[src/rtl/wb_bus_pkg.sv]
`default_nettype none
// ============================================================================
// Module : wb_bus_pkg
// Shared types and field widths for the wb_shared_bus interconnect.
// Rev    : 1.0
// ============================================================================
package wb_bus_pkg;

  typedef enum logic [0:0] {
    ST_IDLE  = 1'b0,
    ST_OWNED = 1'b1
  } state_t;

  // Slave index lives in the top c_SIDX_W address bits.
  localparam int c_SIDX_W = 4;
  localparam int c_CNT_W  = 16;

endpackage
`default_nettype wire

[src/rtl/wb_shared_bus_if.sv]
`default_nettype none
// ============================================================================
// Module : wb_shared_bus_if
// Master-side and slave-side Wishbone bundles of the shared bus.
// Rev    : 1.0
// ============================================================================
interface wb_shared_bus_if #(
  parameter int NUM_M = 2,
  parameter int NUM_S = 4,
  parameter int DW    = 32,
  parameter int AW    = 32
);

  logic [NUM_M-1:0]        m_cyc_i;
  logic [NUM_M-1:0]        m_stb_i;
  logic [NUM_M-1:0]        m_we_i;
  logic [NUM_M*AW-1:0]     m_addr_i;
  logic [NUM_M*DW-1:0]     m_data_i;
  logic [NUM_M*DW/8-1:0]   m_sel_i;
  logic [NUM_M*DW-1:0]     m_data_o;
  logic [NUM_M-1:0]        m_ack_o;
  logic [NUM_M-1:0]        m_err_o;

  logic [NUM_S-1:0]        s_cyc_o;
  logic [NUM_S-1:0]        s_stb_o;
  logic [NUM_S-1:0]        s_we_o;
  logic [NUM_S*AW-1:0]     s_addr_o;
  logic [NUM_S*DW-1:0]     s_data_o;
  logic [NUM_S*DW/8-1:0]   s_sel_o;
  logic [NUM_S*DW-1:0]     s_data_i;
  logic [NUM_S-1:0]        s_ack_i;
  logic [NUM_S-1:0]        s_err_i;

  // master: the interconnect, which masters every slave port.
  modport master (
    input  m_cyc_i, m_stb_i, m_we_i, m_addr_i, m_data_i, m_sel_i,
    output m_data_o, m_ack_o, m_err_o,
    output s_cyc_o, s_stb_o, s_we_o, s_addr_o, s_data_o, s_sel_o,
    input  s_data_i, s_ack_i, s_err_i
  );

  // slave: the attached masters/slaves seen from the outside.
  modport slave (
    output m_cyc_i, m_stb_i, m_we_i, m_addr_i, m_data_i, m_sel_i,
    input  m_data_o, m_ack_o, m_err_o,
    input  s_cyc_o, s_stb_o, s_we_o, s_addr_o, s_data_o, s_sel_o,
    output s_data_i, s_ack_i, s_err_i
  );

endinterface
`default_nettype wire

[src/rtl/wb_rr_arbiter.sv]
`default_nettype none
// ============================================================================
// Module : wb_rr_arbiter
// Combinational round-robin: first request at or after i_ptr wins (one-hot).
// Rev    : 1.0
// ============================================================================
module wb_rr_arbiter #(
  parameter int N  = 2,
  parameter int PW = 1
) (
  input  logic [N-1:0]  i_req,
  input  logic [PW-1:0] i_ptr,
  output logic [N-1:0]  o_grant
);

  logic w_found;

  always_comb begin
    o_grant = '0;
    w_found = 1'b0;
    for (int i = 0; i < N; i++) begin
      for (int j = 0; j < N; j++) begin
        if (!w_found && i_req[j] && (j == (int'(i_ptr) + i) % N)) begin
          o_grant[j] = 1'b1;
          w_found    = 1'b1;
        end
      end
    end
  end

endmodule
`default_nettype wire

[src/rtl/wb_shared_bus.sv]
`default_nettype none
// ============================================================================
// Module : wb_shared_bus
// Round-robin shared Wishbone bus, NUM_M masters to NUM_S address-decoded
// slaves. Optional watchdog error: define WB_BUS_TIMEOUT_EN.
// Rev    : 1.0
// ============================================================================
module wb_shared_bus
  import wb_bus_pkg::*;
#(
  parameter int NUM_M   = 2,
  parameter int NUM_S   = 4,
  parameter int DW      = 32,
  parameter int AW      = 32,
  parameter int TIMEOUT = 255
) (
  input  logic            clk,
  input  logic            rst,
  wb_shared_bus_if.master bus
);

  localparam int c_SW = DW / 8;
  localparam int c_PW = (NUM_M > 1) ? $clog2(NUM_M) : 1;

  if (NUM_M < 1 || NUM_M > 8 || NUM_S < 1 || NUM_S > 16 || AW < c_SIDX_W ||
      (DW % 8) != 0 || TIMEOUT < 1 || TIMEOUT > 65535) begin : g_bad_params
    $error("wb_shared_bus: parameter out of supported range");
  end

  state_t                r_state;
  logic [c_PW-1:0]       r_owner;
  logic [c_PW-1:0]       r_ptr;
  logic                  r_miss_err;

  logic [NUM_M-1:0]      w_grant;
  logic [c_PW-1:0]       w_grant_idx;
  logic                  w_own_cyc;
  logic                  w_own_stb_raw;
  logic                  w_own_we;
  logic [AW-1:0]         w_own_addr;
  logic [DW-1:0]         w_own_data;
  logic [c_SW-1:0]       w_own_sel;
  logic [c_SIDX_W-1:0]   w_sidx;
  logic                  w_hit;
  logic                  w_active;
  logic                  w_own_stb;
  logic                  w_slv_ack;
  logic                  w_slv_err;
  logic [DW-1:0]         w_slv_data;
  logic                  w_to;

  wb_rr_arbiter #(
    .N  (NUM_M),
    .PW (c_PW)
  ) u_arb (
    .i_req   (bus.m_cyc_i),
    .i_ptr   (r_ptr),
    .o_grant (w_grant)
  );

  // Owner-side mux: everything downstream works on the owner's signals only.
  always_comb begin
    w_grant_idx   = '0;
    w_own_cyc     = 1'b0;
    w_own_stb_raw = 1'b0;
    w_own_we      = 1'b0;
    w_own_addr    = '0;
    w_own_data    = '0;
    w_own_sel     = '0;
    for (int k = 0; k < NUM_M; k++) begin
      if (w_grant[k]) w_grant_idx = c_PW'(k);
      if (r_owner == c_PW'(k)) begin
        w_own_cyc     = bus.m_cyc_i[k];
        w_own_stb_raw = bus.m_stb_i[k];
        w_own_we      = bus.m_we_i[k];
        w_own_addr    = bus.m_addr_i[k*AW +: AW];
        w_own_data    = bus.m_data_i[k*DW +: DW];
        w_own_sel     = bus.m_sel_i[k*c_SW +: c_SW];
      end
    end
  end

  assign w_sidx    = w_own_addr[AW-1 -: c_SIDX_W];
  assign w_hit     = (32'(w_sidx) < NUM_S);
  assign w_active  = !rst && (r_state == ST_OWNED) && w_own_cyc;
  assign w_own_stb = w_active && w_own_stb_raw;

  always_comb begin
    w_slv_ack  = 1'b0;
    w_slv_err  = 1'b0;
    w_slv_data = '0;
    for (int j = 0; j < NUM_S; j++) begin
      if (w_sidx == c_SIDX_W'(j)) begin
        w_slv_ack  = bus.s_ack_i[j];
        w_slv_err  = bus.s_err_i[j];
        w_slv_data = bus.s_data_i[j*DW +: DW];
      end
    end
  end

`ifdef WB_BUS_TIMEOUT_EN
  // Watchdog never depends on the slave's ack, so s_stb_o -> ack -> s_stb_o
  // cannot form a loop through an external slave.
  logic [c_CNT_W-1:0] r_wd_cnt;

  assign w_to = w_own_stb && w_hit && (r_wd_cnt == c_CNT_W'(TIMEOUT - 1));

  always_ff @(posedge clk) begin
    if (rst) begin
      r_wd_cnt <= '0;
    end else if (!w_own_stb || !w_hit || w_slv_ack || w_slv_err || w_to) begin
      r_wd_cnt <= '0;
    end else begin
      r_wd_cnt <= r_wd_cnt + 1'b1;
    end
  end
`else
  assign w_to = 1'b0;
`endif

  always_comb begin
    bus.s_cyc_o  = '0;
    bus.s_stb_o  = '0;
    bus.s_we_o   = '0;
    bus.s_addr_o = '0;
    bus.s_data_o = '0;
    bus.s_sel_o  = '0;
    bus.m_ack_o  = '0;
    bus.m_err_o  = '0;
    bus.m_data_o = '0;
    for (int j = 0; j < NUM_S; j++) begin
      if (w_active && (w_sidx == c_SIDX_W'(j))) begin
        bus.s_cyc_o[j]                = 1'b1;
        bus.s_stb_o[j]                = w_own_stb && !w_to;
        bus.s_we_o[j]                 = w_own_we;
        bus.s_addr_o[j*AW +: AW]      = w_own_addr;
        bus.s_data_o[j*DW +: DW]      = w_own_data;
        bus.s_sel_o[j*c_SW +: c_SW]   = w_own_sel;
      end
    end
    for (int k = 0; k < NUM_M; k++) begin
      if (w_active && (r_owner == c_PW'(k))) begin
        bus.m_ack_o[k]          = w_hit && w_own_stb && w_slv_ack && !w_to;
        bus.m_err_o[k]          = (w_hit && w_own_stb && w_slv_err) || w_to || r_miss_err;
        bus.m_data_o[k*DW +: DW] = w_hit ? w_slv_data : '0;
      end
    end
  end

  // Ownership ends on the edge that sees the owner's cyc low; the next grant
  // always comes out of IDLE, which yields the one-cycle gap between owners.
  always_ff @(posedge clk) begin
    if (rst) begin
      r_state    <= ST_IDLE;
      r_owner    <= '0;
      r_ptr      <= '0;
      r_miss_err <= 1'b0;
    end else begin
      r_miss_err <= w_own_stb && !w_hit && !r_miss_err;
      case (r_state)
        ST_IDLE: begin
          if (|bus.m_cyc_i) begin
            r_state <= ST_OWNED;
            r_owner <= w_grant_idx;
          end
        end
        ST_OWNED: begin
          if (!w_own_cyc) begin
            r_state <= ST_IDLE;
            r_ptr   <= (r_owner == c_PW'(NUM_M - 1)) ? '0 : r_owner + 1'b1;
          end
        end
        default: r_state <= ST_IDLE;
      endcase
    end
  end

endmodule
`default_nettype wire
[src/flat_wrapper.sv]
// flat-port wrapper written by rule: the top's interface ports become plain ports
module wb_shared_bus_flat import wb_bus_pkg::*;
#(
  parameter int NUM_M   = 2,
  parameter int NUM_S   = 4,
  parameter int DW      = 32,
  parameter int AW      = 32,
  parameter int TIMEOUT = 255
)
  (clk, rst, bus_m_cyc_i, bus_m_stb_i, bus_m_we_i, bus_m_addr_i, bus_m_data_i, bus_m_sel_i, bus_m_data_o, bus_m_ack_o, bus_m_err_o, bus_s_cyc_o, bus_s_stb_o, bus_s_we_o, bus_s_addr_o, bus_s_data_o, bus_s_sel_o, bus_s_data_i, bus_s_ack_i, bus_s_err_i);
  wb_shared_bus_if #(.NUM_M(NUM_M), .NUM_S(NUM_S), .DW(DW), .AW(AW)) bus_i ();
  input  logic clk;
  input  logic rst;
  input wire logic [$bits(bus_i.m_cyc_i)-1:0] bus_m_cyc_i;
  input wire logic [$bits(bus_i.m_stb_i)-1:0] bus_m_stb_i;
  input wire logic [$bits(bus_i.m_we_i)-1:0] bus_m_we_i;
  input wire logic [$bits(bus_i.m_addr_i)-1:0] bus_m_addr_i;
  input wire logic [$bits(bus_i.m_data_i)-1:0] bus_m_data_i;
  input wire logic [$bits(bus_i.m_sel_i)-1:0] bus_m_sel_i;
  output wire logic [$bits(bus_i.m_data_o)-1:0] bus_m_data_o;
  output wire logic [$bits(bus_i.m_ack_o)-1:0] bus_m_ack_o;
  output wire logic [$bits(bus_i.m_err_o)-1:0] bus_m_err_o;
  output wire logic [$bits(bus_i.s_cyc_o)-1:0] bus_s_cyc_o;
  output wire logic [$bits(bus_i.s_stb_o)-1:0] bus_s_stb_o;
  output wire logic [$bits(bus_i.s_we_o)-1:0] bus_s_we_o;
  output wire logic [$bits(bus_i.s_addr_o)-1:0] bus_s_addr_o;
  output wire logic [$bits(bus_i.s_data_o)-1:0] bus_s_data_o;
  output wire logic [$bits(bus_i.s_sel_o)-1:0] bus_s_sel_o;
  input wire logic [$bits(bus_i.s_data_i)-1:0] bus_s_data_i;
  input wire logic [$bits(bus_i.s_ack_i)-1:0] bus_s_ack_i;
  input wire logic [$bits(bus_i.s_err_i)-1:0] bus_s_err_i;
  assign bus_i.m_cyc_i = bus_m_cyc_i;
  assign bus_i.m_stb_i = bus_m_stb_i;
  assign bus_i.m_we_i = bus_m_we_i;
  assign bus_i.m_addr_i = bus_m_addr_i;
  assign bus_i.m_data_i = bus_m_data_i;
  assign bus_i.m_sel_i = bus_m_sel_i;
  assign bus_m_data_o = bus_i.m_data_o;
  assign bus_m_ack_o = bus_i.m_ack_o;
  assign bus_m_err_o = bus_i.m_err_o;
  assign bus_s_cyc_o = bus_i.s_cyc_o;
  assign bus_s_stb_o = bus_i.s_stb_o;
  assign bus_s_we_o = bus_i.s_we_o;
  assign bus_s_addr_o = bus_i.s_addr_o;
  assign bus_s_data_o = bus_i.s_data_o;
  assign bus_s_sel_o = bus_i.s_sel_o;
  assign bus_i.s_data_i = bus_s_data_i;
  assign bus_i.s_ack_i = bus_s_ack_i;
  assign bus_i.s_err_i = bus_s_err_i;
  wb_shared_bus #(.NUM_M(NUM_M), .NUM_S(NUM_S), .DW(DW), .AW(AW), .TIMEOUT(TIMEOUT)) u_core (.clk(clk), .rst(rst), .bus(bus_i));
endmodule
[config.mk]
export PLATFORM = sky130hd
export DESIGN_NAME = wb_shared_bus_flat
export DESIGN_NICKNAME = d
export VERILOG_FILES = /design/src/rtl/wb_bus_pkg.sv /design/src/rtl/wb_shared_bus_if.sv /design/src/rtl/wb_rr_arbiter.sv /design/src/rtl/wb_shared_bus.sv /design/src/flat_wrapper.sv
export SDC_FILE = /design/constraint.sdc
export NUM_CORES = 1
export LEC_CHECK = 0
export ABC_AREA = 1
export CAP_MARGIN = 20
export CORE_AREA = 2 2 245 247
export DETAILED_ROUTE_END_ITERATION = 16
export DIE_AREA = 0 0 247 249
export PLACE_DENSITY = 0.33
export SYNTH_ARGS = -nofsm -noshare
export SYNTH_HDL_FRONTEND = slang
export SYNTH_SLANG_ARGS = --single-unit
[constraint.sdc]
create_clock -name clk -period 1.7 [get_ports clk]
set_input_delay 0.34 -clock clk [delete_from_list [all_inputs] [get_ports clk]]
set_output_delay 0.34 -clock clk [all_outputs]
set_load 0.01 [all_outputs]
==> impl_results.html, run 1 <==
<table>
<tr><th>Metric</th><th>Value</th></tr>
<tr><th colspan="2">Synthesis</th></tr>
<tr><td>Synthesis Warnings</td><td>0</td></tr>
<tr><td>Combined area of all synthesized cells</td><td>3983 um2</td></tr>
<tr><td>Average footprint of a synthesized cell</td><td>4.960 um2</td></tr>
<tr><td>Synthesized netlist cell count</td><td>803</td></tr>
<tr><td>Share of the yosys chip area belonging to registers</td><td>2.011%</td></tr>
<tr><td>Count of cell types in the netlist</td><td>25</td></tr>
<tr><td>Synth Register Bits</td><td>4</td></tr>
<tr><th colspan="2">Pwr</th></tr>
<tr><td>Part of the power in combinational logic</td><td>84.4%</td></tr>
<tr><td>Net Sw Frac</td><td>41.71%</td></tr>
<tr><td>Static power due to leakage</td><td>6.296 nW</td></tr>
<tr><td>Share of total power in the clock network</td><td>12.3%</td></tr>
<tr><td>Max IR drop VDD</td><td>0.1933 mV</td></tr>
<tr><td>Pwr/cell area</td><td>211.8 nW/um2</td></tr>
<tr><td>Switching power of the nets</td><td>1.296 mW</td></tr>
<tr><td>Seq pwr share</td><td>3.4%</td></tr>
<tr><td>Internal power summed over all cells</td><td>1.811 mW</td></tr>
<tr><th colspan="2">Routing</th></tr>
<tr><td>First-pass iteration count of the detailed router</td><td>4</td></tr>
<tr><td>Antenna Nets Post-Route</td><td>0</td></tr>
<tr><td>Final wirelength</td><td>43,590 um</td></tr>
<tr><td>DRC viols</td><td>0</td></tr>
<tr><td>Wire length per cell after detailed routing</td><td>18.67 um</td></tr>
<tr><td>Overall via count from detail_route</td><td>8,064</td></tr>
<tr><td>Initial DRC Count</td><td>132</td></tr>
<tr><td>DR vias/cell</td><td>3.454</td></tr>
<tr><th colspan="2">Clocking</th></tr>
<tr><td>CTS max path bufs</td><td>2</td></tr>
<tr><td>Clock Pin Slew Worst Setup and Hold Paths</td><td>0.03 ns</td></tr>
<tr><td>Worst-skew pair later-pin latency</td><td>0.23 ns</td></tr>
<tr><td>Number of clock sinks</td><td>4</td></tr>
<tr><td>Library cell used as clock root buffer</td><td>sky130_fd_sc_hd__clkbuf_16</td></tr>
<tr><td>TritonCTS clock tree</td><td>yes</td></tr>
<tr><td>Quantity of hold-fixing buffers added after cts</td><td>0</td></tr>
<tr><td>Number of levels the H-tree was split into</td><td>1</td></tr>
<tr><td>Clock buffer count from CTS</td><td>3</td></tr>
<tr><th colspan="2">Floorplanning</th></tr>
<tr><td>Die Footprint</td><td>61,500 um2</td></tr>
<tr><td>Count of standard-cell rows</td><td>89</td></tr>
<tr><td>Height of the die</td><td>249 um</td></tr>
<tr><td>Initial cell density of the core</td><td>6.786%</td></tr>
<tr><td>I/O pins</td><td>632</td></tr>
<tr><td>Chip width</td><td>247 um</td></tr>
<tr><td>CORE AREA</td><td>58,690 um2</td></tr>
<tr><th colspan="2">Final layout</th></tr>
<tr><td>Final net count</td><td>1,840</td></tr>
<tr><td>Relative area change from synthesis to final layout</td><td>268.3%</td></tr>
<tr><td>Fraction of final layout cells sized beyond drive strength 1</td><td>48.30%</td></tr>
<tr><td>Number of standard cells in the layout, taps in and fillers out</td><td>2,335</td></tr>
<tr><th colspan="2">Critical path</th></tr>
<tr><td>Category of cells accounting for the largest share of critical-path delay</td><td>buffers and inverters</td></tr>
<tr><td>Worst setup path class</td><td>register to output port</td></tr>
<tr><td>Slowest cell delay on critical path</td><td>0.35 ns</td></tr>
<tr><td>Cell with the biggest individual delay on the critical path</td><td>sky130_fd_sc_hd__dfxtp_4</td></tr>
<tr><td>Count of buffering cells on the critical path with inverters included</td><td>7</td></tr>
<tr><td>Maximum fanout along the worst path</td><td>9</td></tr>
<tr><td>Startpoint type of the worst setup path</td><td>register</td></tr>
<tr><td>Critical Path, Cell by Cell</td><td>buf_12 -&gt; buf_6 -&gt; nand2_1 -&gt; nand2_4 -&gt; buf_6 -&gt; nor2_4 -&gt; buf_12 -&gt; nand2_8 -&gt; buf_4 -&gt; buf_4 -&gt; nor2_4 -&gt; clkdlybuf4s15_2</td></tr>
<tr><td>Signal arrival time at the worst endpoint</td><td>2.22 ns</td></tr>
<tr><td>WP data required</td><td>1.36 ns</td></tr>
<tr><td>Crit. End Element</td><td>output port</td></tr>
<tr><th colspan="2">Global route</th></tr>
<tr><td>Congestion Overflow GR</td><td>0</td></tr>
<tr><td>Layer with the highest usage after global routing</td><td>met2</td></tr>
<tr><td>Routing usage on met3</td><td>3.469%</td></tr>
<tr><td>Total routing resource utilization after global routing</td><td>13.40%</td></tr>
<tr><td>Global-route wire length before repair</td><td>60,920 um</td></tr>
<tr><td>Initial antenna violation count</td><td>9</td></tr>
<tr><td>Maximum number of pins on one net before global-route repair</td><td>35</td></tr>
<tr><td>Vias in the first global route</td><td>8,415</td></tr>
<tr><td>GR Layer Usage met1</td><td>14.81%</td></tr>
<tr><td>Met2 GRT Util</td><td>25.98%</td></tr>
<tr><th colspan="2">Place</th></tr>
<tr><td>RePlAce Congestion</td><td>0.7955</td></tr>
<tr><td>Port Buf Inserts</td><td>619</td></tr>
<tr><td>Placed wire-length estimate</td><td>36,440 um</td></tr>
<tr><td>Number of placed instances, taps included</td><td>2,288</td></tr>
<tr><th colspan="2">STA</th></tr>
<tr><td>Worst hold slack across all endpoints</td><td>0.4333 ns</td></tr>
<tr><td>Setup Skew</td><td>0.004881 ns</td></tr>
<tr><td>Fin crit period</td><td>2.561 ns</td></tr>
<tr><td>Setup repair after global routing missed its margin</td><td>yes</td></tr>
<tr><td>Maximum achievable frequency</td><td>390.5 MHz</td></tr>
<tr><td>Final Hold Fails</td><td>0</td></tr>
<tr><td>Final setup violation count</td><td>340</td></tr>
<tr><td>Final period utilization</td><td>150.6%</td></tr>
<tr><td>Final Worst Setup Slack</td><td>-0.8609 ns</td></tr>
<tr><td>Pins over their slew limit</td><td>0</td></tr>
<tr><th colspan="2">Outcome</th></tr>
<tr><td>Result of the run</td><td>complete, but fails checks</td></tr>
<tr><td>Violated checks</td><td>negative setup slack</td></tr>
<tr><th colspan="2">Run</th></tr>
<tr><td>Number of max-cap violations</td><td>0</td></tr>
<tr><th colspan="2">Hold path</th></tr>
<tr><td>Class of the tightest hold or removal check</td><td>register to register</td></tr>
</table>
==> per-layer routing <==
layer	up-vias	share of wire, %
met1	3623	38
met5	-	0.12
li1	4020	-
met3	24	8.5
met2	389	52
met4	8	0.94
==> cells in the final DEF, fill, tap and decap left out, types with 50 or more instances in the layout <==
cell type / netlist / routed
sky130_fd_sc_hd__clkbuf_2: 0 / 50
sky130_fd_sc_hd__clkdlybuf4s15_2: 0 / 70
sky130_fd_sc_hd__nand3_1: 70 / 59
sky130_fd_sc_hd__buf_4: 17 / 140
sky130_fd_sc_hd__nor2_1: 327 / 99
sky130_fd_sc_hd__nor2_2: 14 / 107
sky130_fd_sc_hd__clkdlybuf4s50_1: 0 / 273
sky130_fd_sc_hd__nand2_1: 130 / 105
sky130_fd_sc_hd__nor2_4: 3 / 138
sky130_fd_sc_hd__dlygate4sd2_1: 0 / 157
==> synthesized netlist by cell type <==
master                     number  area, um2
sky130_fd_sc_hd__or2_0         18      112.6
sky130_fd_sc_hd__nor2_4         3      33.78
sky130_fd_sc_hd__clkbuf_1      25      93.84
sky130_fd_sc_hd__mux2i_1       65      650.6
sky130_fd_sc_hd__nand2_1      130      488.0
sky130_fd_sc_hd__nand3b_1       1      7.510
sky130_fd_sc_hd__nand3_1       70      350.3
sky130_fd_sc_hd__o21ai_1        3      15.01
sky130_fd_sc_hd__nor2_2        14      87.58
sky130_fd_sc_hd__conb_1         1      3.750
sky130_fd_sc_hd__inv_1         20      75.07
sky130_fd_sc_hd__or2_2         15      93.84
sky130_fd_sc_hd__a21oi_1        5      25.02
sky130_fd_sc_hd__o211ai_1       2      15.01
sky130_fd_sc_hd__buf_6         10      112.6
sky130_fd_sc_hd__buf_4         17      127.6
sky130_fd_sc_hd__buf_2         25      125.1
sky130_fd_sc_hd__o21ai_0       25      125.1
sky130_fd_sc_hd__nand2_2        4      25.02
sky130_fd_sc_hd__dfxtp_1        4      80.08
sky130_fd_sc_hd__nand2_4        1      11.26
sky130_fd_sc_hd__inv_2          6      22.52
sky130_fd_sc_hd__nor2_1       327       1227
sky130_fd_sc_hd__or2_1         11      68.82
sky130_fd_sc_hd__nor3_1         1      5.000
==> state kept, by name, summed over array words and instances (netlist names) <==
signal / cells
u_core.r_miss_err: 1
u_core.r_state: 1
u_core.r_ptr: 1
u_core.r_owner: 1
==> worst paths after layout <==
kind / cells after the start / endpoint / slack, ns / start
setup reg to reg: 7 / u_core.r_miss_err$_SDFF_PP0_ / 0.28 / u_core.r_owner$_SDFFE_PP0P_
hold reg to reg: 1 / u_core.r_miss_err$_SDFF_PP0_ / 0.43 / u_core.r_miss_err$_SDFF_PP0_
hold / removal: 1 / u_core.r_miss_err$_SDFF_PP0_ / 0.43 / u_core.r_miss_err$_SDFF_PP0_
setup / recovery: 12 / bus_s_data_o[20] / -0.86 / u_core.r_owner$_SDFFE_PP0P_
==> cell type report <==
type                            count  area, um2
Multi-Input combinational cell    709       5401
Timing Repair inverter              1      6.256
Tap cell                          773      967.2
Timing Repair Buffer              815       8005
Clock buffer                        4      78.83
Inverter                           26      117.6
Sequential cell                     4      83.83
Antenna cell                        3      7.507
Fill cell                        6485      44020
==> power by group through the flow <==
stage | clock (mW) | combinational (mW) | sequential [mW]
2_1_floorplan | 0 | 1.06 | 0.105
3_3_place_gp | 0 | 2.53 | 0.105
3_5_place_dp | 0 | 2.51 | 0.105
4_1_cts | 0.384 | 2.66 | 0.104
5_1_grt | 0.393 | 2.82 | 0.105
6_report | 0.381 | 2.62 | 0.104
==> cells by family after synthesis <==
family,Yosys count,share of synthesized area [%]
other,1,0.09416
muxes,65,16.34
buffers and inverters,103,13.98
DFF,4,2.011
and+or+nand+nor,595,63.05
AOI/OAI and AO/OA,35,4.524
==> worst register-to-register path, stage by stage (launching register included) <==
cell and delay [ns]:
sky130_fd_sc_hd__dfxtp_4 0.36, sky130_fd_sc_hd__buf_12 0.15, sky130_fd_sc_hd__buf_16 0.21, sky130_fd_sc_hd__nand2_1 0.08
sky130_fd_sc_hd__nand2_1 0.10, sky130_fd_sc_hd__nand3_1 0.12, sky130_fd_sc_hd__buf_4 0.20, sky130_fd_sc_hd__nor3_1 0.12
==> what timing repair did <==
item                                   CTS  global route
pin swaps                               15            10
setup endpoints to repair              340           340
endpoints found under the hold margin    0             0
setup buffers                           33             1
gates cloned                             6             0
gates resized for setup                770           141
==> through the flow <==
step	total power, mW	utilization [%]	TNS (ns)	instance area [um2]	worst slack (ns)
6_report	3.107	24.99	-251.14	14670	-0.8609
5_1_grt	3.314	24.99	-290.65	14660	-0.9772
4_1_cts	3.144	25.21	-277.10	14800	-0.9154
3_5_place_dp	2.617	24.13	-437.56	14160	-1.475
3_3_place_gp	2.631	24.13	-440.33	14160	-1.504
2_1_floorplan	1.167	-	-24.17	5969	-0.1321
Power figures use the tool's default switching activity.
==> run 2, diff against run 1 <==
--- a/config.mk
+++ b/config.mk
@@ -10,6 +10,7 @@
 export CORE_AREA = 2 2 245 247
 export DETAILED_ROUTE_END_ITERATION = 16
 export DIE_AREA = 0 0 247 249
+export GPL_TIMING_DRIVEN = 0
 export PLACE_DENSITY = 0.33
 export SYNTH_ARGS = -nofsm -noshare
 export SYNTH_HDL_FRONTEND = slang
==> run 2 against run 1 <==
Compared with the run above:
- the flow still finishes with violations (negative setup slack)
- clock skew is 0.0033 ns lower
- non-clock buffer count rose by 5
- critical path depth up 1
- sequential share of layout area about the same
- final cell count is the same
- worst setup slack improved by 0.016 ns
- clock-buffer cell count shrank 1
- design area up 6.9%
==> impl_results.html, run 2 (synthesis results as in run 1) <==
<table>
<tr><th>Metric</th><th>Value</th></tr>
<tr><th colspan="2">Critical path</th></tr>
<tr><td>Worst R2R Setup Slack</td><td>0.30 ns</td></tr>
<tr><td>Signal arrival time at the worst endpoint</td><td>2.20 ns</td></tr>
<tr><td>Worst setup path class</td><td>register to output port</td></tr>
<tr><td>Reg2reg path depth</td><td>6</td></tr>
<tr><td>Startpoint type of the worst setup path</td><td>register</td></tr>
<tr><td>Crit. End Element</td><td>output port</td></tr>
<tr><td>Maximum fanout along the worst path</td><td>5</td></tr>
<tr><td>WP data required</td><td>1.36 ns</td></tr>
<tr><th colspan="2">Floorplanning</th></tr>
<tr><td>Height of the die</td><td>249 um</td></tr>
<tr><td>Chip width</td><td>247 um</td></tr>
<tr><td>Count of standard-cell rows</td><td>89</td></tr>
<tr><td>Initial cell density of the core</td><td>6.786%</td></tr>
<tr><td>CORE AREA</td><td>58,690 um2</td></tr>
<tr><td>Die Footprint</td><td>61,500 um2</td></tr>
<tr><td>I/O pins</td><td>632</td></tr>
<tr><th colspan="2">Place</th></tr>
<tr><td>Port Buf Inserts</td><td>619</td></tr>
<tr><td>Number of placed instances, taps included</td><td>2,206</td></tr>
<tr><td>RePlAce Congestion</td><td>0.8378</td></tr>
<tr><td>Placed wire-length estimate</td><td>38,910 um</td></tr>
<tr><td>Pre-CTS setup slack</td><td>-2.014 ns</td></tr>
<tr><th colspan="2">STA</th></tr>
<tr><td>Final Hold Fails</td><td>0</td></tr>
<tr><td>Maximum achievable frequency</td><td>393.0 MHz</td></tr>
<tr><td>Setup Skew</td><td>0.001550 ns</td></tr>
<tr><td>Pins over their slew limit</td><td>0</td></tr>
<tr><td>Final Worst Setup Slack</td><td>-0.8448 ns</td></tr>
<tr><td>Actual transition at the worst max-transition pin</td><td>0.6496 ns</td></tr>
<tr><td>Setup repair after global routing missed its margin</td><td>yes</td></tr>
<tr><td>Final setup violation count</td><td>340</td></tr>
<tr><td>Fin crit period</td><td>2.545 ns</td></tr>
<tr><td>Relative max-transition margin</td><td>55.45%</td></tr>
<tr><td>Final period utilization</td><td>149.7%</td></tr>
<tr><th colspan="2">Outcome</th></tr>
<tr><td>Violated checks</td><td>negative setup slack</td></tr>
<tr><td>Result of the run</td><td>complete, but fails checks</td></tr>
<tr><th colspan="2">Pwr</th></tr>
<tr><td>Post-layout total power</td><td>3.199 mW</td></tr>
<tr><td>Static power due to leakage</td><td>6.454 nW</td></tr>
<tr><td>Pwr/cell area</td><td>203.9 nW/um2</td></tr>
<tr><td>Max IR drop VDD</td><td>0.2157 mV</td></tr>
<tr><th colspan="2">Clocking</th></tr>
<tr><td>Worst-skew pair later-pin latency</td><td>0.23 ns</td></tr>
<tr><td>CTS max path bufs</td><td>2</td></tr>
<tr><td>Quantity of hold-fixing buffers added after cts</td><td>0</td></tr>
<tr><td>TritonCTS clock tree</td><td>yes</td></tr>
<tr><td>Clock Pin Slew Worst Setup and Hold Paths</td><td>0.03 ns</td></tr>
<tr><td>Number of clock sinks</td><td>4</td></tr>
<tr><td>Clock buffer count from CTS</td><td>3</td></tr>
<tr><td>Library cell used as clock root buffer</td><td>sky130_fd_sc_hd__clkbuf_16</td></tr>
<tr><td>Number of levels the H-tree was split into</td><td>1</td></tr>
<tr><th colspan="2">Global route</th></tr>
<tr><td>Routing usage on met3</td><td>3.997%</td></tr>
<tr><td>Met2 GRT Util</td><td>27.80%</td></tr>
<tr><td>Vias in the first global route</td><td>8,554</td></tr>
<tr><td>Maximum number of pins on one net before global-route repair</td><td>11</td></tr>
<tr><td>Total routing resource utilization after global routing</td><td>14.23%</td></tr>
<tr><td>Congestion Overflow GR</td><td>0</td></tr>
<tr><td>GR Layer Usage met1</td><td>15.11%</td></tr>
<tr><td>Global-route wire length before repair</td><td>63,920 um</td></tr>
<tr><td>Initial antenna violation count</td><td>6</td></tr>
<tr><td>Layer with the highest usage after global routing</td><td>met2</td></tr>
<tr><th colspan="2">Final layout</th></tr>
<tr><td>Final Util</td><td>26.73%</td></tr>
<tr><td>Most common library cell in the layout ignoring fill and taps</td><td>sky130_fd_sc_hd__clkdlybuf4s50_1</td></tr>
<tr><td>Relative area change from synthesis to final layout</td><td>293.9%</td></tr>
<tr><td>Fraction of final layout cells sized beyond drive strength 1</td><td>62.63%</td></tr>
<tr><td>Leading cell types in the layout, fill and taps excluded</td><td>sky130_fd_sc_hd__clkdlybuf4s50_1, sky130_fd_sc_hd__nor2_4, sky130_fd_sc_hd__buf_6, sky130_fd_sc_hd__nand2_1, sky130_fd_sc_hd__buf_2</td></tr>
<tr><td>Number of standard cells in the layout, taps in and fillers out</td><td>2,335</td></tr>
<tr><td>Final net count</td><td>1,842</td></tr>
<tr><th colspan="2">Routing</th></tr>
<tr><td>Initial DRC Count</td><td>154</td></tr>
<tr><td>First-pass iteration count of the detailed router</td><td>6</td></tr>
<tr><td>Wire length per cell after detailed routing</td><td>20.84 um</td></tr>
<tr><td>Overall via count from detail_route</td><td>8,350</td></tr>
<tr><td>DR vias/cell</td><td>3.576</td></tr>
<tr><td>Final wirelength</td><td>48,650 um</td></tr>
<tr><td>Antenna Nets Post-Route</td><td>0</td></tr>
<tr><td>DRC viols</td><td>0</td></tr>
<tr><th colspan="2">Hold path</th></tr>
<tr><td>Worst hold path depth</td><td>1</td></tr>
<tr><td>Class of the tightest hold or removal check</td><td>register to register</td></tr>
<tr><th colspan="2">Run</th></tr>
<tr><td>Number of max-cap violations</td><td>0</td></tr>
</table>
-- run 2: final cells by class --
| cell class | instances | area [um2] |
|---|---|---|
| clock buffer | 3 | 75.07 |
| multi-input combinational | 707 | 5952 |
| fill | 6408 | 43000 |
| inverter | 26 | 132.6 |
| buffer | 74 | 1192 |
| tap | 773 | 967.2 |
| sequential | 4 | 83.83 |
| antenna | 2 | 5.005 |
| timing repair buffer | 746 | 7278 |
-- run 2: power breakdown --
| group | internal, mW | switching [mW] |
|---|---|---|
| logic | 1.38 | 1.34 |
| registers | 0.100 | 0.00605 |
| clock network | 0.301 | 0.0704 |
-- run 2: timing repair --
| action | CTS | global route |
|---|---|---|
| pin swaps | 49 | 42 |
| hold endpoints to repair | 0 | 0 |
| resized for setup | 1118 | 811 |
| cloned | 10 | 16 |
| endpoints found under the setup margin | 340 | 340 |
| buffers inserted | 58 | 45 |
-- run 2: metrics by stage --
stage               cell area [um2]  hold WS, ns  TNS (ns)
floorplan                      5969       0.4013    -24.17
global placement              13130       0.4181   -513.98
detailed placement            13130       0.4208   -515.31
CTS                           14540       0.4316   -284.21
global route                  15680       0.4550   -279.75
finish                        15690       0.4324   -245.49
-- run 2: critical path: stages, from the launching register on --
cell                        delay (ns)
sky130_fd_sc_hd__dfxtp_4          0.39
sky130_fd_sc_hd__inv_6            0.05
sky130_fd_sc_hd__buf_12           0.12
sky130_fd_sc_hd__buf_16           0.12
sky130_fd_sc_hd__nand2_4          0.05
sky130_fd_sc_hd__nand2_4          0.05
sky130_fd_sc_hd__nor2_4           0.19
sky130_fd_sc_hd__nand2_4          0.12
sky130_fd_sc_hd__nor2_4           0.19
sky130_fd_sc_hd__clkinv_4         0.12
sky130_fd_sc_hd__clkbuf_16        0.21
sky130_fd_sc_hd__clkbuf_16        0.18
sky130_fd_sc_hd__nor2_4           0.08
sky130_fd_sc_hd__buf_6            0.11
-- run 2: final timing paths --
| check | from | end |
|---|---|---|
| min reg2reg | u_core.r_miss_err$_SDFF_PP0_ | u_core.r_miss_err$_SDFF_PP0_ |
| min | u_core.r_miss_err$_SDFF_PP0_ | u_core.r_miss_err$_SDFF_PP0_ |
| max | u_core.r_owner$_SDFFE_PP0P_ | bus_s_data_o[119] |
| max reg2reg | u_core.r_owner$_SDFFE_PP0P_ | u_core.r_owner$_SDFFE_PP0P_ |
-- run 2: metal layers --
| layer | vias to the layer above | part of all wire, % |
|---|---|---|
| li1 | 4051 | - |
| met1 | 3843 | 36 |
| met2 | 415 | 54 |
| met3 | 33 | 8.5 |
| met4 | 8 | 1.5 |
| met5 | - | 0.11 |
==> run 3, diff against run 2 <==
--- a/config.mk
+++ b/config.mk
@@ -7,11 +7,11 @@
 export LEC_CHECK = 0
 export ABC_AREA = 1
 export CAP_MARGIN = 20
-export CORE_AREA = 2 2 245 247
+export CORE_AREA = 8 8 237 239
 export DETAILED_ROUTE_END_ITERATION = 16
-export DIE_AREA = 0 0 247 249
+export DIE_AREA = 0 0 245 247
 export GPL_TIMING_DRIVEN = 0
-export PLACE_DENSITY = 0.33
+export PLACE_DENSITY = 0.35
 export SYNTH_ARGS = -nofsm -noshare
 export SYNTH_HDL_FRONTEND = slang
 export SYNTH_SLANG_ARGS = --single-unit
==> run 3 against run 2 <==
Compared with the run above:
- the run still ends with negative setup slack left
- critical path depth up 1
- clock-buffer cell count unchanged
- sequential power about the same
- register-to-register slack about the same
- maximum frequency up 1.5%
- largest cell class unchanged
==> impl_results.html, run 3 (synthesis results as in run 1) <==
<table>
<tr><th>Metric</th><th>Value</th></tr>
<tr><th colspan="2">Final layout</th></tr>
<tr><td>Fraction of final layout cells sized beyond drive strength 1</td><td>66.05%</td></tr>
<tr><td>Number of standard cells in the layout, taps in and fillers out</td><td>2,255</td></tr>
<tr><td>Most common library cell in the layout ignoring fill and taps</td><td>sky130_fd_sc_hd__clkdlybuf4s50_1</td></tr>
<tr><td>Final Util</td><td>31.27%</td></tr>
<tr><td>Relative area change from synthesis to final layout</td><td>310.1%</td></tr>
<tr><td>Area of the multi-input gates</td><td>6262 um2</td></tr>
<tr><td>Leading cell types in the layout, fill and taps excluded</td><td>sky130_fd_sc_hd__clkdlybuf4s50_1, sky130_fd_sc_hd__buf_6, sky130_fd_sc_hd__nor2_4, sky130_fd_sc_hd__buf_2, sky130_fd_sc_hd__nor2_2</td></tr>
<tr><td>Inserted Diodes</td><td>0</td></tr>
<tr><td>Filler cells</td><td>5,590</td></tr>
<tr><td>Final net count</td><td>1,849</td></tr>
<tr><td>Register area</td><td>83.83 um2</td></tr>
<tr><th colspan="2">Global route</th></tr>
<tr><td>Global-route wire length before repair</td><td>73,170 um</td></tr>
<tr><td>Maximum number of pins on one net before global-route repair</td><td>11</td></tr>
<tr><td>Total routing resource utilization after global routing</td><td>16.64%</td></tr>
<tr><td>Initial antenna violation count</td><td>16</td></tr>
<tr><td>Congestion Overflow GR</td><td>0</td></tr>
<tr><td>Vias in the first global route</td><td>9,102</td></tr>
<tr><th colspan="2">STA</th></tr>
<tr><td>Final setup violation count</td><td>340</td></tr>
<tr><td>Final Worst Setup Slack</td><td>-0.8069 ns</td></tr>
<tr><td>Setup Skew</td><td>0.003258 ns</td></tr>
<tr><td>Relative max-transition margin</td><td>56.40%</td></tr>
<tr><td>Pins over their slew limit</td><td>0</td></tr>
<tr><td>Actual transition at the worst max-transition pin</td><td>0.6358 ns</td></tr>
<tr><td>Setup TNS</td><td>-233.40 ns</td></tr>
<tr><td>Final Hold Fails</td><td>0</td></tr>
<tr><td>Worst hold slack across all endpoints</td><td>0.4240 ns</td></tr>
<tr><td>Setup repair after global routing missed its margin</td><td>yes</td></tr>
<tr><td>Maximum achievable frequency</td><td>398.9 MHz</td></tr>
<tr><td>Fin crit period</td><td>2.507 ns</td></tr>
<tr><td>Final period utilization</td><td>147.5%</td></tr>
<tr><th colspan="2">Critical path</th></tr>
<tr><td>WP data required</td><td>1.36 ns</td></tr>
<tr><td>Worst R2R Setup Slack</td><td>0.29 ns</td></tr>
<tr><td>Launching element of the worst setup path</td><td>u_core.r_owner$_SDFFE_PP0P_</td></tr>
<tr><td>Critical Path, Cell by Cell</td><td>inv_6 -&gt; buf_12 -&gt; nand2_4 -&gt; nand2_4 -&gt; nand2_4 -&gt; nor2_4 -&gt; clkinv_4 -&gt; nor2_4 -&gt; nand2_4 -&gt; buf_12 -&gt; buf_16 -&gt; buf_12 -&gt; nor2_4 -&gt; buf_6</td></tr>
<tr><td>Worst setup path class</td><td>register to output port</td></tr>
<tr><td>Slowest cell delay on critical path</td><td>0.36 ns</td></tr>
<tr><td>Crit. End Element</td><td>output port</td></tr>
<tr><td>Signal arrival time at the worst endpoint</td><td>2.17 ns</td></tr>
<tr><td>CP Capture Point</td><td>bus_s_addr_o[8]</td></tr>
<tr><td>Reg2Reg Launch Point</td><td>u_core.r_owner$_SDFFE_PP0P_</td></tr>
<tr><td>Worst r2r dst</td><td>u_core.r_owner$_SDFFE_PP0P_</td></tr>
<tr><td>Startpoint type of the worst setup path</td><td>register</td></tr>
<tr><td>Maximum fanout along the worst path</td><td>6</td></tr>
<tr><td>Cell seen most often among critical-path stages</td><td>sky130_fd_sc_hd__nand2_4</td></tr>
<tr><td>Cell with the biggest individual delay on the critical path</td><td>sky130_fd_sc_hd__dfxtp_4</td></tr>
<tr><td>Reg2reg path depth</td><td>6</td></tr>
<tr><th colspan="2">Pwr</th></tr>
<tr><td>Max IR drop VDD</td><td>0.2205 mV</td></tr>
<tr><td>Static power due to leakage</td><td>6.785 nW</td></tr>
<tr><td>Pwr/cell area</td><td>203.2 nW/um2</td></tr>
<tr><th colspan="2">Place</th></tr>
<tr><td>Placed wire-length estimate</td><td>43,550 um</td></tr>
<tr><td>RePlAce Congestion</td><td>0.7876</td></tr>
<tr><td>Number of placed instances, taps included</td><td>2,121</td></tr>
<tr><td>Port Buf Inserts</td><td>619</td></tr>
<tr><td>Pre-CTS setup slack</td><td>-1.954 ns</td></tr>
<tr><th colspan="2">Routing</th></tr>
<tr><td>Final wirelength</td><td>53,560 um</td></tr>
<tr><td>DRC viols</td><td>0</td></tr>
<tr><td>Overall via count from detail_route</td><td>8,451</td></tr>
<tr><td>Antenna Nets Post-Route</td><td>0</td></tr>
<tr><td>Wire length per cell after detailed routing</td><td>23.75 um</td></tr>
<tr><td>DR vias/cell</td><td>3.748</td></tr>
<tr><td>First-pass iteration count of the detailed router</td><td>4</td></tr>
<tr><td>Initial DRC Count</td><td>174</td></tr>
<tr><th colspan="2">Clocking</th></tr>
<tr><td>Library cell used as clock root buffer</td><td>sky130_fd_sc_hd__clkbuf_16</td></tr>
<tr><td>CTS max path bufs</td><td>2</td></tr>
<tr><td>Quantity of hold-fixing buffers added after cts</td><td>0</td></tr>
<tr><td>Number of levels the H-tree was split into</td><td>1</td></tr>
<tr><td>Clock Pin Slew Worst Setup and Hold Paths</td><td>0.03 ns</td></tr>
<tr><td>Worst-skew pair later-pin latency</td><td>0.23 ns</td></tr>
<tr><td>Number of clock sinks</td><td>4</td></tr>
<tr><td>TritonCTS clock tree</td><td>yes</td></tr>
<tr><td>Clock buffer count from CTS</td><td>3</td></tr>
<tr><th colspan="2">Hold path</th></tr>
<tr><td>Class of the tightest hold or removal check</td><td>register to register</td></tr>
<tr><td>Worst hold path depth</td><td>1</td></tr>
<tr><th colspan="2">Floorplanning</th></tr>
<tr><td>Initial cell density of the core</td><td>7.624%</td></tr>
<tr><td>Height of the die</td><td>247 um</td></tr>
<tr><td>I/O pins</td><td>632</td></tr>
<tr><td>Die Footprint</td><td>60,520 um2</td></tr>
<tr><td>CORE AREA</td><td>52,240 um2</td></tr>
<tr><td>Count of standard-cell rows</td><td>84</td></tr>
<tr><td>Chip width</td><td>245 um</td></tr>
<tr><th colspan="2">Outcome</th></tr>
<tr><td>Result of the run</td><td>complete, but fails checks</td></tr>
<tr><td>Violated checks</td><td>negative setup slack</td></tr>
<tr><th colspan="2">Run</th></tr>
<tr><td>Number of max-cap violations</td><td>0</td></tr>
</table>
## run 3: metal layers
layer  wire length [um]  GRT usage [%]  vias up
met4                360          1.139       24
li1                   -              -     4064
met3               5120          6.603       39
met1              18840          17.17     3933
met5                137              0        -
met2              29100          32.50      391
## run 3: worst min-delay path by stage
stage | start | end | slack [ns]
after floorplan | u_core.r_miss_err$_SDFF_PP0_ | u_core.r_miss_err$_SDFF_PP0_ | 0.40
after global placement | u_core.r_miss_err$_SDFF_PP0_ | u_core.r_miss_err$_SDFF_PP0_ | 0.43
after detailed placement | u_core.r_miss_err$_SDFF_PP0_ | u_core.r_miss_err$_SDFF_PP0_ | 0.43
after CTS | u_core.r_miss_err$_SDFF_PP0_ | u_core.r_miss_err$_SDFF_PP0_ | 0.43
after global routing | u_core.r_miss_err$_SDFF_PP0_ | u_core.r_miss_err$_SDFF_PP0_ | 0.45
final | u_core.r_miss_err$_SDFF_PP0_ | u_core.r_miss_err$_SDFF_PP0_ | 0.42
## run 3: cell type report
type,count,area share (%)
inverter,26,0.7508
multi-input combinational,707,38.34
timing repair buffer,753,46.93
buffer,74,7.730
clock buffer,3,0.4597
tap,688,5.271
sequential,4,0.5133
## run 3: repair_timing
| item | CTS | global route |
|---|---|---|
| gates cloned | 25 | 3 |
| gates resized for setup | 1922 | 268 |
| buffers inserted | 95 | 20 |
| pin swaps | 60 | 45 |
| endpoints found under the setup margin | 340 | 340 |
## run 3: worst max-delay path: cells and delay by family (launching register included)
family | cells | cell delay [ns]
buffers and inverters | 7 | 0.89
AND/OR/NAND/NOR | 7 | 0.66
flip-flops | 1 | 0.36
## run 3: where the power goes
part / internal, mW / leakage (nW) / total (mW) / switching (mW)
Sequential: 0.100 / 0.0336 / 0.106 / 0.00545
Clock: 0.301 / 0.0370 / 0.372 / 0.0706
Combinational: 1.45 / 6.71 / 2.84 / 1.40
## run 3: through the flow
| step | area [um2] | total power [mW] |
|---|---|---|
| after floorplan | 5969 | 1.167 |
| after global placement | 13030 | 2.291 |
| after detailed placement | 13030 | 2.300 |
| after CTS | 15550 | 3.218 |
| after global routing | 16330 | 3.519 |
| final | 16330 | 3.318 |
